**src/rtl/bit_serializer.sv**
```systemverilog
// MSB-first parallel-to-serial converter with gapless back-to-back words.
// Optional even-parity trailer bit after each word when SER_PARITY_EN is defined.
//
// state   | meaning
// --------+------------------------------------------------------------
// S_IDLE  | nothing in flight, ready for a word
// S_SHIFT | data bit on x; r_cnt is the index of that bit (WIDTH-1..0)
// S_PAR   | parity trailer on x (SER_PARITY_EN builds only)
module bit_serializer #(
    parameter int WIDTH = 8
) (
    input  logic             clk,
    input  logic             rst,
    input  logic [WIDTH-1:0] din,
    input  logic             din_valid,
    output logic             din_ready,
    output logic             x,
    output logic             x_valid,
    output logic             busy
);

    localparam int CW = (WIDTH > 2) ? $clog2(WIDTH) : 1;

`ifdef SER_PARITY_EN
    typedef enum logic [1:0] {S_IDLE, S_SHIFT, S_PAR} state_t;
`else
    typedef enum logic [0:0] {S_IDLE, S_SHIFT} state_t;
`endif

    state_t            r_state;
    logic [CW-1:0]     r_cnt;
    logic [WIDTH-1:0]  r_shift;
    logic              r_x;
    logic              r_x_valid;
    logic              w_last;
    logic              w_accept;
`ifdef SER_PARITY_EN
    logic              r_par;
`endif

    assign w_last = (r_state == S_SHIFT) && (r_cnt == '0);

`ifdef SER_PARITY_EN
    assign din_ready = !rst && ((r_state == S_IDLE) || (r_state == S_PAR));
`else
    assign din_ready = !rst && ((r_state == S_IDLE) || w_last);
`endif

    assign w_accept = din_valid && din_ready;

    always_ff @(posedge clk) begin
        if (rst) begin
            r_state   <= S_IDLE;
            r_cnt     <= CW'(WIDTH - 1);
            r_shift   <= '0;
            r_x       <= 1'b0;
            r_x_valid <= 1'b0;
`ifdef SER_PARITY_EN
            r_par     <= 1'b0;
`endif
        end else if (w_accept) begin
            // MSB goes straight to x; the shifter keeps the remaining bits left-aligned
            r_state   <= S_SHIFT;
            r_cnt     <= CW'(WIDTH - 1);
            r_shift   <= {din[WIDTH-2:0], 1'b0};
            r_x       <= din[WIDTH-1];
            r_x_valid <= 1'b1;
`ifdef SER_PARITY_EN
            r_par     <= ^din;
`endif
        end else begin
            case (r_state)
                S_SHIFT: begin
                    if (!w_last) begin
                        r_x     <= r_shift[WIDTH-1];
                        r_shift <= {r_shift[WIDTH-2:0], 1'b0};
                        r_cnt   <= r_cnt - 1'b1;
                    end else begin
`ifdef SER_PARITY_EN
                        r_state <= S_PAR;
                        r_x     <= r_par;
`else
                        r_state   <= S_IDLE;
                        r_x       <= 1'b0;
                        r_x_valid <= 1'b0;
`endif
                    end
                end
`ifdef SER_PARITY_EN
                S_PAR: begin
                    r_state   <= S_IDLE;
                    r_x       <= 1'b0;
                    r_x_valid <= 1'b0;
                end
`endif
                default: begin
                    r_x       <= 1'b0;
                    r_x_valid <= 1'b0;
                end
            endcase
        end
    end

    assign x       = r_x;
    assign x_valid = r_x_valid;
    assign busy    = r_x_valid;

endmodule

```
**config.mk**
```make
export PLATFORM = sky130hd
export DESIGN_NAME = bit_serializer
export DESIGN_NICKNAME = d
export VERILOG_FILES = /design/src/rtl/bit_serializer.sv
export SDC_FILE = /design/constraint.sdc
export NUM_CORES = 1
export LEC_CHECK = 0
export CORE_MARGIN = 1.5
export CORE_UTILIZATION = 37
export CTS_CLUSTER_SIZE = 28
export DETAILED_ROUTE_END_ITERATION = 10
export GPL_TIMING_DRIVEN = 0
export PLACE_DENSITY = 0.61
export SYNTH_ARGS = -nofsm -noshare
export SYNTH_HDL_FRONTEND = slang
export SYNTH_SLANG_ARGS = --single-unit
export TNS_END_PERCENT = 50
```
**constraint.sdc**
```tcl
create_clock -name clk -period 1.2 [get_ports clk]
set_input_delay 0.18 -clock clk [delete_from_list [all_inputs] [get_ports clk]]
set_output_delay 0.18 -clock clk [all_outputs]
set_load 0.02 [all_outputs]
```
==> results.json <==
{
  "vias_per_cell": 4.99,
  "clkLatencyLatePin_ps": 280,
  "multiInputGateArea_um2": 404,
  "ys_warn_count": 0,
  "ir_worst_vdd_v": 0.000626,
  "powerDensity_nw_per_um2": 940,
  "drt_pass1_iterations": 4,
  "grt.overflow.total": 0,
  "place_inst": 112,
  "cap_violations": 0,
  "wl_per_cell_um": 12.8,
  "final-hold-violation-count": 0,
  "worstSetupEndpointType": "output port",
  "dp_worst_setup_slack_ps": -591,
  "num_rows": 15,
  "min_period_ps": 1450,
  "total_power_mw": 0.936,
  "gp_congestion": 0.747,
  "die_y_um": 45.7,
  "cp.required_ps": 1020,
  "status": "finished, violations left",
  "setup_viol": 12,
  "fin_ws_ps": -254,
  "synth_ff_type": "dfxtp_1",
  "syn_inst": 73,
  "synth_top_area_frac": 0.385,
  "syn2layout_area_growth_pct": 47.4,
  "fillCellCount": 172,
  "wirelength_um": 1570,
  "grt_usage": 0.171,
  "worstMarginPinSlew_ps": 342,
  "antennaDiodeCount": 0,
  "vias": 614,
  "leakagePower_nw": 0.436,
  "violations": "setup timing",
  "cts_tree": "done",
  "drcViolationCount": 0,
  "synth_area_leaders": "dfxtp_1 (39%), mux2i_1 (10%), a21o_1 (8.9%)",
  "cts_buffers": 3,
  "grt_max_degree": 13,
  "skew_ps": 1.82,
  "synth_nets": 86,
  "pin_count": 15,
  "grt_pass1_wl_um": 2540,
  "ctsHoldBuffers": 0,
  "worstPathMaxFanout": 2,
  "fmax_mhz": 688,
  "core_um2": 1730,
  "r2r_start": "r_cnt[0]",
  "syn_avg_cell_area_um2": 9.26,
  "period_share": 1.21,
  "critical_path.startpoint_type": "register",
  "fin_cells": 123,
  "critPathLaunch": "r_cnt[0]",
  "dp_hpwl_um": 948,
  "clock_tree.root_cell": "clkbuf_4",
  "synthTopCellsByCount": "dfxtp_1 (13), a21o_1 (8), nand3_1 (8), a21oi_1 (7), mux2i_1 (7)",
  "dieWidth_um": 45.7,
  "worstHoldStart": "r_shift[6]",
  "synth_cell_types": 23,
  "seqCellArea_um2": 263,
  "layout-drive-gt1-share": 0.378,
  "syn_area_um2": 676,
  "antenna_found_initial": 0,
  "synth.most_common_cell": "dfxtp_1",
  "rsz0062_at_grt": "true",
  "synth_area_leader_cell": "dfxtp_1",
  "initial_utilization": 0.391,
  "fin_nets": 112,
  "utilization": 0.577,
  "portBuffers": 14,
  "drtIter0Drc": 2,
  "antenna_left": 0,
  "synth_edf_count": 0,
  "dieArea_um2": 2090,
  "htreeDepth": 1,
  "slew-limit-headroom": 0.766,
  "grt_pass1_vias": 566,
  "drv_slew": 0,
  "hp-class": "register to register",
  "arrival_ps": 1270,
  "ys_ff_latch": 13,
  "ys_seq_area_frac": 0.385,
  "clockBufferDepth": 2,
  "crit_type": "register to output port",
  "cts_num_sinks": 13,
  "async_flop_share": 0,
  "clk_pin_slew_worst_paths_ps": 80
}
==> sequential cells by signal, indices dropped and copies added, names as in the netlist <==
name	count
r_shift	7
r_cnt	3
busy	1
r_state	1
x	1
==> worst paths after layout <==
path / to / slack (ps) / depth (start not counted)
min reg2reg: r_shift[7] / 470 / 2
min: r_shift[7] / 470 / 2
max: din_ready / -250 / 6
max reg2reg: busy / -160 / 8
==> per-layer routing <==
metal,wire (µm),share of wire,vias to the layer above,GRT usage
met2,754,0.48,13,0.276
li1,-,-,308,-
met4,25,0.016,0,0.0857
met3,54,0.034,4,0.0238
met1,738,0.47,289,0.220
met5,0,0,-,0
==> cells by family after synthesis <==
kind of cell | share of synthesized area
compound gates | 0.254
fa+ha+maj | 0.0370
buf+inv | 0.0944
flops | 0.385
mux | 0.104
simple gates | 0.126
==> report_power, final <==
part           internal [mW]  leakage (nW)  total, mW  switching [mW]
Clock                  0.129        0.0150      0.279           0.150
Combinational          0.100         0.315      0.186          0.0859
Sequential             0.456         0.106      0.471          0.0157
==> repair_timing <==
action	4_1_cts	5_1_grt
endpoints found under the setup margin	17	13
resized for setup	25	6
setup buffers	6	1
pin swaps	11	11
cloned	1	0
==> stage by stage <==
step / instance area, µm² / setup TNS, ps / hold WS [ps]
after floorplan: 687 / -15.3 / 349
after global placement: 858 / -2630 / 455
after detailed placement: 858 / -2770 / 457
after CTS: 970 / -1510 / 470
after global routing: 996 / -2250 / 492
final: 996 / -1590 / 473
==> worst max-delay path, stage by stage, from the launching register on <==
cell	delay (ps)
dfxtp_2	330
inv_2	80
ha_4	150
nand2b_4	60
buf_8	120
a21oi_4	120
buf_6	130
==> cell type report <==
| cell class | instances | share of cell area |
|---|---|---|
| inverter | 4 | 0.0151 |
| buffer | 6 | 0.0490 |
| tap | 25 | 0.0314 |
| clock buffer | 4 | 0.0264 |
| timing repair buffer | 22 | 0.209 |
| sequential | 13 | 0.264 |
| multi-input combinational | 49 | 0.406 |
==> cells in the final DEF (no fill, tap or decap), types with 3 or more instances in the layout <==
master,instances
buf_6,4
mux2i_1,7
buf_4,7
clkdlybuf4s50_1,10
a21o_1,8
a21oi_2,8
nand3_1,8
dfxtp_1,11
clkbuf_4,3
Note: power is estimated with default switching activity, not from simulation.
